<file path="config.mk">
export PLATFORM = sky130hd
export DESIGN_NAME = multicycle_controller
export DESIGN_NICKNAME = d
export VERILOG_FILES = /design/src/rtl/riscv_pkg.sv /design/src/rtl/alu_decoder.sv /design/src/rtl/multicycle_controller.sv
export SDC_FILE = /design/constraint.sdc
export NUM_CORES = 1
export LEC_CHECK = 0
export ABC_AREA = 1
export CORE_MARGIN = 5
export CORE_UTILIZATION = 33
export CTS_CLUSTER_DIAMETER = 30
export DETAILED_ROUTE_END_ITERATION = 10
export HOLD_SLACK_MARGIN = 0.02
export PLACE_DENSITY = 0.79
export SETUP_SLACK_MARGIN = 0.02
export SYNTH_ARGS = -nofsm -noshare
export SYNTH_HDL_FRONTEND = slang
export SYNTH_HIERARCHICAL = 1
export SYNTH_SLANG_ARGS = --single-unit
</file>
<file path="constraint.sdc">
create_clock -name clk -period 1.3 [get_ports clk]
set_input_delay 0.195 -clock clk [delete_from_list [all_inputs] [get_ports clk]]
set_output_delay 0.195 -clock clk [all_outputs]
set_load 0.005 [all_outputs]
</file>
<file path="src/rtl/riscv_pkg.sv">
// Shared definitions for the multicycle RV32I control path.
// Holds opcode constants, the immediate-format codes used by the immediate
// extension unit, ALU operation codes, datapath mux selects and the FSM
// state type. No ports.
package riscv_pkg;

    localparam logic [6:0] OP_LOAD   = 7'b0000011;
    localparam logic [6:0] OP_STORE  = 7'b0100011;
    localparam logic [6:0] OP_OP     = 7'b0110011;
    localparam logic [6:0] OP_OPIMM  = 7'b0010011;
    localparam logic [6:0] OP_BRANCH = 7'b1100011;
    localparam logic [6:0] OP_JAL    = 7'b1101111;
    localparam logic [6:0] OP_JALR   = 7'b1100111;
    localparam logic [6:0] OP_LUI    = 7'b0110111;
    localparam logic [6:0] OP_AUIPC  = 7'b0010111;

    localparam logic [2:0] IMM_I = 3'b000;
    localparam logic [2:0] IMM_S = 3'b001;
    localparam logic [2:0] IMM_B = 3'b010;
    localparam logic [2:0] IMM_J = 3'b011;
    localparam logic [2:0] IMM_U = 3'b100;

    localparam logic [3:0] ALU_ADD  = 4'b0000;
    localparam logic [3:0] ALU_SUB  = 4'b0001;
    localparam logic [3:0] ALU_AND  = 4'b0010;
    localparam logic [3:0] ALU_OR   = 4'b0011;
    localparam logic [3:0] ALU_XOR  = 4'b0100;
    localparam logic [3:0] ALU_SLT  = 4'b0101;
    localparam logic [3:0] ALU_SLTU = 4'b0110;
    localparam logic [3:0] ALU_SLL  = 4'b0111;
    localparam logic [3:0] ALU_SRL  = 4'b1000;
    localparam logic [3:0] ALU_SRA  = 4'b1001;

    localparam logic [1:0] SRCA_PC    = 2'b00;
    localparam logic [1:0] SRCA_OLDPC = 2'b01;
    localparam logic [1:0] SRCA_RS1   = 2'b10;
    localparam logic [1:0] SRCA_ZERO  = 2'b11;

    localparam logic [1:0] SRCB_RS2  = 2'b00;
    localparam logic [1:0] SRCB_IMM  = 2'b01;
    localparam logic [1:0] SRCB_FOUR = 2'b10;

    localparam logic [1:0] RES_ALUOUT  = 2'b00;
    localparam logic [1:0] RES_MEMDATA = 2'b01;
    localparam logic [1:0] RES_ALU     = 2'b10;

    typedef enum logic [3:0] {
        S_FETCH, S_DECODE, S_MEMADR, S_MEMREAD, S_MEMWB, S_MEMWRITE,
        S_EXECUTER, S_EXECUTEI, S_ALUWB, S_BRANCH, S_JAL, S_JALR,
        S_JALR_PC, S_LUI, S_AUIPC
    } state_t;

    function automatic logic [2:0] imm_src_of(input logic [6:0] opcode);
        case (opcode)
            OP_LOAD, OP_OPIMM, OP_JALR: imm_src_of = IMM_I;
            OP_STORE:                   imm_src_of = IMM_S;
            OP_BRANCH:                  imm_src_of = IMM_B;
            OP_JAL:                     imm_src_of = IMM_J;
            OP_LUI, OP_AUIPC:           imm_src_of = IMM_U;
            default:                    imm_src_of = 3'b000;
        endcase
    endfunction

endpackage

</file>
<file path="src/rtl/alu_decoder.sv">
// Combinational ALU operation decode for register and immediate ALU ops.
// Ports:
//   is_rtype    in  1  instruction is OP (register-register); else OP-IMM
//   funct3      in  3  instr[14:12]
//   funct7b5    in  1  instr[30]
//   alu_control out 4  ALU operation code
module alu_decoder
    import riscv_pkg::*;
(
    input  logic       is_rtype,
    input  logic [2:0] funct3,
    input  logic       funct7b5,
    output logic [3:0] alu_control
);

    always_comb begin
        alu_control = ALU_ADD;
        case (funct3)
            // instr[30] of ADDI is an immediate bit, so only OP may subtract
            3'b000: alu_control = (is_rtype && funct7b5) ? ALU_SUB : ALU_ADD;
            3'b001: alu_control = ALU_SLL;
            3'b010: alu_control = ALU_SLT;
            3'b011: alu_control = ALU_SLTU;
            3'b100: alu_control = ALU_XOR;
            // shifts carry the arithmetic flag in both forms (SRA / SRAI)
            3'b101: alu_control = funct7b5 ? ALU_SRA : ALU_SRL;
            3'b110: alu_control = ALU_OR;
            3'b111: alu_control = ALU_AND;
        endcase
    end

endmodule

</file>
<file path="src/rtl/multicycle_controller.sv">
// Main control FSM of the multicycle RV32I core. Drives datapath muxes,
// enables, ALU operation and immediate format each cycle; stalls on the
// mem_req/mem_ready handshake. All outputs are forced low while rst=1.
// Ports:
//   clk, rst (sync, active high); instr; alu_zero/alu_lt/alu_ltu flags;
//   mem_ready; mem_req, mem_write, adr_src; ir_write, pc_write, reg_write;
//   alu_src_a, alu_src_b, result_src, alu_control, imm_src; illegal_instr.
//
// state      | meaning
// FETCH      | request instr at PC; on ready load IR, PC <= PC+4
// DECODE     | ALUOut <= old_pc+imm (branch/JAL target); dispatch on opcode
// MEMADR     | ALUOut <= rs1+imm
// MEMREAD    | read at ALUOut, wait for ready
// MEMWB      | rd <= memory data
// MEMWRITE   | write at ALUOut, wait for ready
// EXECUTER   | ALUOut <= rs1 op rs2
// EXECUTEI   | ALUOut <= rs1 op imm
// ALUWB      | rd <= ALUOut
// BRANCH     | compare rs1/rs2; PC <= ALUOut when taken
// JAL        | PC <= ALUOut, ALUOut <= old_pc+4
// JALR       | ALUOut <= rs1+imm
// JALR_PC    | PC <= ALUOut, ALUOut <= old_pc+4
// LUI        | ALUOut <= 0+imm
// AUIPC      | ALUOut <= old_pc+imm
module multicycle_controller
    import riscv_pkg::*;
(
    input  logic        clk,
    input  logic        rst,
    input  logic [31:0] instr,
    input  logic        alu_zero,
    input  logic        alu_lt,
    input  logic        alu_ltu,
    input  logic        mem_ready,
    output logic        mem_req,
    output logic        mem_write,
    output logic        adr_src,
    output logic        ir_write,
    output logic        pc_write,
    output logic        reg_write,
    output logic [1:0]  alu_src_a,
    output logic [1:0]  alu_src_b,
    output logic [1:0]  result_src,
    output logic [3:0]  alu_control,
    output logic [2:0]  imm_src,
    output logic        illegal_instr
);

    state_t      state, state_next;
    logic [6:0]  opcode;
    logic [2:0]  funct3;
    logic [3:0]  alu_dec;
    logic        taken, branch_bad;
    logic        unused_instr;

    assign opcode       = instr[6:0];
    assign funct3       = instr[14:12];
    assign unused_instr = ^{instr[31], instr[29:15], instr[11:7]};

    alu_decoder u_alu_decoder (
        .is_rtype    (opcode == OP_OP),
        .funct3      (funct3),
        .funct7b5    (instr[30]),
        .alu_control (alu_dec)
    );

    always_comb begin
        taken      = 1'b0;
        branch_bad = 1'b0;
        case (funct3)
            3'b000:  taken = alu_zero;
            3'b001:  taken = !alu_zero;
            3'b100:  taken = alu_lt;
            3'b101:  taken = !alu_lt;
            3'b110:  taken = alu_ltu;
            3'b111:  taken = !alu_ltu;
            default: branch_bad = 1'b1;
        endcase
    end

    always_ff @(posedge clk) begin
        if (rst) state <= S_FETCH;
        else     state <= state_next;
    end

    always_comb begin
        state_next    = state;
        mem_req       = 1'b0;
        mem_write     = 1'b0;
        adr_src       = 1'b0;
        ir_write      = 1'b0;
        pc_write      = 1'b0;
        reg_write     = 1'b0;
        alu_src_a     = SRCA_PC;
        alu_src_b     = SRCB_RS2;
        result_src    = RES_ALUOUT;
        alu_control   = ALU_ADD;
        imm_src       = imm_src_of(opcode);
        illegal_instr = 1'b0;

        case (state)
            S_FETCH: begin
                mem_req = 1'b1;
                if (mem_ready) begin
                    ir_write   = 1'b1;
                    pc_write   = 1'b1;
                    alu_src_a  = SRCA_PC;
                    alu_src_b  = SRCB_FOUR;
                    result_src = RES_ALU;
                    state_next = S_DECODE;
                end
            end
            S_DECODE: begin
                alu_src_a = SRCA_OLDPC;
                alu_src_b = SRCB_IMM;
                case (opcode)
                    OP_LOAD, OP_STORE: state_next = S_MEMADR;
                    OP_OP:             state_next = S_EXECUTER;
                    OP_OPIMM:          state_next = S_EXECUTEI;
                    OP_BRANCH:         state_next = S_BRANCH;
                    OP_JAL:            state_next = S_JAL;
                    OP_JALR:           state_next = S_JALR;
                    OP_LUI:            state_next = S_LUI;
                    OP_AUIPC:          state_next = S_AUIPC;
                    default: begin
                        illegal_instr = 1'b1;
                        state_next    = S_FETCH;
                    end
                endcase
            end
            S_MEMADR: begin
                alu_src_a  = SRCA_RS1;
                alu_src_b  = SRCB_IMM;
                state_next = (opcode == OP_STORE) ? S_MEMWRITE : S_MEMREAD;
            end
            S_MEMREAD: begin
                mem_req = 1'b1;
                adr_src = 1'b1;
                if (mem_ready) state_next = S_MEMWB;
            end
            S_MEMWB: begin
                result_src = RES_MEMDATA;
                reg_write  = 1'b1;
                state_next = S_FETCH;
            end
            S_MEMWRITE: begin
                mem_req   = 1'b1;
                mem_write = 1'b1;
                adr_src   = 1'b1;
                if (mem_ready) state_next = S_FETCH;
            end
            S_EXECUTER: begin
                alu_src_a   = SRCA_RS1;
                alu_src_b   = SRCB_RS2;
                alu_control = alu_dec;
                state_next  = S_ALUWB;
            end
            S_EXECUTEI: begin
                alu_src_a   = SRCA_RS1;
                alu_src_b   = SRCB_IMM;
                alu_control = alu_dec;
                state_next  = S_ALUWB;
            end
            S_ALUWB: begin
                reg_write  = 1'b1;
                state_next = S_FETCH;
            end
            S_BRANCH: begin
                alu_src_a     = SRCA_RS1;
                alu_src_b     = SRCB_RS2;
                alu_control   = ALU_SUB;
                pc_write      = taken;
                illegal_instr = branch_bad;
                state_next    = S_FETCH;
            end
            S_JAL, S_JALR_PC: begin
                pc_write   = 1'b1;
                alu_src_a  = SRCA_OLDPC;
                alu_src_b  = SRCB_FOUR;
                state_next = S_ALUWB;
            end
            S_JALR: begin
                alu_src_a  = SRCA_RS1;
                alu_src_b  = SRCB_IMM;
                state_next = S_JALR_PC;
            end
            S_LUI: begin
                alu_src_a  = SRCA_ZERO;
                alu_src_b  = SRCB_IMM;
                state_next = S_ALUWB;
            end
            S_AUIPC: begin
                alu_src_a  = SRCA_OLDPC;
                alu_src_b  = SRCB_IMM;
                state_next = S_ALUWB;
            end
            default: state_next = S_FETCH;
        endcase

        // reset silences the datapath immediately, including a pending request
        if (rst) begin
            mem_req       = 1'b0;
            mem_write     = 1'b0;
            adr_src       = 1'b0;
            ir_write      = 1'b0;
            pc_write      = 1'b0;
            reg_write     = 1'b0;
            alu_src_a     = 2'b00;
            alu_src_b     = 2'b00;
            result_src    = 2'b00;
            alu_control   = 4'b0000;
            imm_src       = 3'b000;
            illegal_instr = 1'b0;
        end
    end

endmodule

</file>
==> metrics.md <==
| Metric | Value |
|---|---|
| MaxCap Viol Count | `0` |
| Post-route ant nets | `0` |
| Core ar. | `2210 um^2` |
| R2R depth | `9` |
| Residual DRC | `0` |
| Cell variety after synth | `21` |
| RSZ-0062 raised after global routing | `yes` |
| CTS tree | `done` |
| Final Total Pwr | `751 uW` |
| Mux contribution to synthesized area | `0%` |
| Worst slack, placed | `-857 ps` |
| GRT Overall Usage | `21.6%` |
| Vias | `1561` |
| Row cnt | `17` |
| Number of synthesized register bits | `4` |
| Setup ws final | `-389 ps` |
| Critical Path RT | `1110 ps` |
| Worst r2r src | `state[3]$_SDFFE_PP0P_` |
| Final core occ | `84.6%` |
| Crit path to | `illegal_instr` |
| Synth Area in Adders | `0%` |
| Total wire length | `4.80 mm` |
| Worst-path clk slew | `40 ps` |
| Gr ovfl total | `0` |
| Critical Path Source Type | `flip-flop` |
| Main combinational cell family by area after synthesis | `simple AND/OR/NAND/NOR gates` |
| I/O pins | `58` |
| R2R Setup Slk | `-80 ps` |
| Die Ht | `58.0 um` |
| Crit Path Max Fanout | `4` |
| Cell count after synthesis | `161` |
| Die area | `3370 um^2` |
| Largest register by flop count | `state` |
| H-tree levels | `1` |
| Crit share post-route | `130%` |
| Cell Area, Synth | `761 um^2` |
| Syn-to-layout area delta | `146%` |
| Pleak | `1.01 nW` |
| Sequential area share after synthesis | `10.5%` |
| Xor and xnor area share after synthesis | `1.15%` |
| Antenna violations before repair | `0` |
| Clock skew | `0.791 ps` |
| First-pass GRT wire length | `5.73 mm` |
| R2r endpoint | `state[2]$_SDFFE_PP0P_` |
| VDD IR-drop max | `0.000807 V` |
| Root Buffer | `clkbuf_4` |
| Run status | `finished with violations` |
| Slew @ Worst Pin | `286 ps` |
| 1st-iter DRT viols | `90` |
| 1st-pass router iterations | `4` |
| CP Launch Point | `state[3]$_SDFFE_PP0P_` |
| Vias in the first global route | `1268` |
| Layout cells sized above 1 | `64.1%` |
| Yosys warning total | `6` |
| Peak Freq | `592 MHz` |
| Max-slew violation count | `0` |
| Simple-Gate Fraction of Synth Area | `56.4%` |
| Most frequent cells in the layout | `buf_4 (42), nand2_1 (31), buf_2 (19), buf_6 (17), inv_1 (15)` |
| Post-DP HPWL | `2.21 mm` |
| Tmin final | `1690 ps` |
| Final setup fails | `21` |
| Max reg flops | `4` |
| Net Count, Synth | `199` |
| GPL Wtd Cong | `0.948` |
| Avg Cell Area, Syn | `4.73 um^2` |
| Worst Hold Class | `in2reg` |
| Violations in the final reports | `setup timing` |
| Initial Util | `34.4%` |
| Crit Path Category | `reg2out` |
| Fillers | `126` |
| CP arrival | `1490 ps` |
| Commonest non-fill, non-tap cell in the layout | `buf_4` |
| Clk_lat worst skew | `230 ps` |
| Antenna Cells | `0` |
| WL/cell | `16.9 um` |
| Compound-cell area share of the yosys netlist | `15.6%` |
| Fin. Hold Viols | `0` |
| Max Buffers Root-to-Sink | `2` |
| PortBufs | `36` |
| # clock sinks | `4` |
| Critical Path End Type | `output pin` |
| Pwr/cell area | `402 nW/um^2` |
| CTS Buf Count | `3` |
| Final Hold Slack | `554 ps` |
| Largest net degree at the start of global routing | `8` |
| Chip width | `58.0 um` |
| Nets | `296` |
| DR vias/cell | `5.50` |
| Slew headroom | `80.9%` |
| Biggest regs | `state (4)` |
-- report_power, final --
part / internal, mW / switching (mW) / leakage (nW) / total [mW]
Clock: 0.103 / 0.0501 / 0.0138 / 0.153
Sequential: 0.127 / 0.00544 / 0.0346 / 0.133
Combinational: 0.217 / 0.248 / 0.960 / 0.465
Total: 0.448 / 0.303 / 1.01 / 0.751
-- how the worst min path moves through the flow --
stage	start	to	slack (ps)	depth (start not counted)
2_1_floorplan	rst	state[0]$_SDFFE_PP0P_	260	1
6_report	rst	state[2]$_SDFFE_PP0P_	550	3
3_5_place_dp	state[0]$_SDFFE_PP0P_	state[0]$_SDFFE_PP0P_	600	3
3_3_place_gp	state[0]$_SDFFE_PP0P_	state[0]$_SDFFE_PP0P_	600	3
5_1_grt	rst	state[2]$_SDFFE_PP0P_	570	3
4_1_cts	instr[3]	state[2]$_SDFFE_PP0P_	500	7
-- critical path, stage by stage (launching register included) --
cell	delay (ps)
dfxtp_2	320
inv_2	70
buf_4	130
nand2_4	80
nor2_4	170
nand4_1	150
a21oi_2	170
buf_2	150
-- per-layer routing --
metal | wire length, um | vias to the layer above | part of all wire (%) | GRT usage [%]
met4 | 197 | 0 | 4.1 | 6.29
li1 | - | 701 | - | -
met5 | 0 | - | 0 | 0
met1 | 1740 | 718 | 36 | 25.3
met3 | 499 | 27 | 10 | 4.45
met2 | 2360 | 115 | 49 | 39.0
-- what timing repair did --
item	4_1_cts	5_1_grt
pin swaps	30	38
gates cloned	0	0
hold buffers	0	0
resized for setup	172	61
setup endpoints to repair	24	24
buffers inserted	11	7
-- cells in the mapped netlist --
| cell type | count | area share (%) |
|---|---|---|
| inv_2 | 2 | 0.99 |
| nand2_2 | 1 | 0.82 |
| xor2_1 | 1 | 1.2 |
| nor3_1 | 2 | 1.3 |
| a311oi_1 | 1 | 1.2 |
| nand3_1 | 11 | 7.2 |
| nand2_1 | 51 | 25 |
| a21oi_1 | 9 | 5.9 |
| dfxtp_1 | 4 | 11 |
| o21ai_2 | 1 | 1.2 |
| a31oi_1 | 1 | 0.82 |
| nor2_1 | 28 | 14 |
| o21ai_0 | 10 | 6.6 |
| nand4_1 | 4 | 3.3 |
| nor2_2 | 2 | 1.6 |
| or3_1 | 1 | 0.82 |
| buf_4 | 1 | 0.99 |
| clkbuf_1 | 1 | 0.49 |
| nor2_4 | 1 | 1.5 |
| inv_1 | 28 | 14 |
| nor4_1 | 1 | 0.82 |
-- area by class of cell --
cell class | count | area (um^2) | share of cell area, %
sequential | 4 | 87.6 | 4.68
timing repair buffer | 94 | 757 | 40.5
multi-input combinational | 125 | 841 | 44.9
inverter | 30 | 128 | 6.82
tap | 28 | 35.0 | 1.87
clock buffer | 3 | 22.5 | 1.20
-- cell families after synthesis --
logic type / Yosys count
buffers and inverters: 32
XOR/XNOR: 1
AO/OA/AOI/OAI: 22
AND/OR/NAND/NOR: 102
flip-flops: 4
-- through the flow --
step                setup TNS, ps  std cells  area [um^2]
finish                      -4410        284         1870
global route                -5700        284         1870
CTS                         -2860        277         1620
detailed placement         -12870        263         1450
global placement           -12440        263         1450
floorplan                       0        161          761
Note: power is estimated with default switching activity, not from simulation.
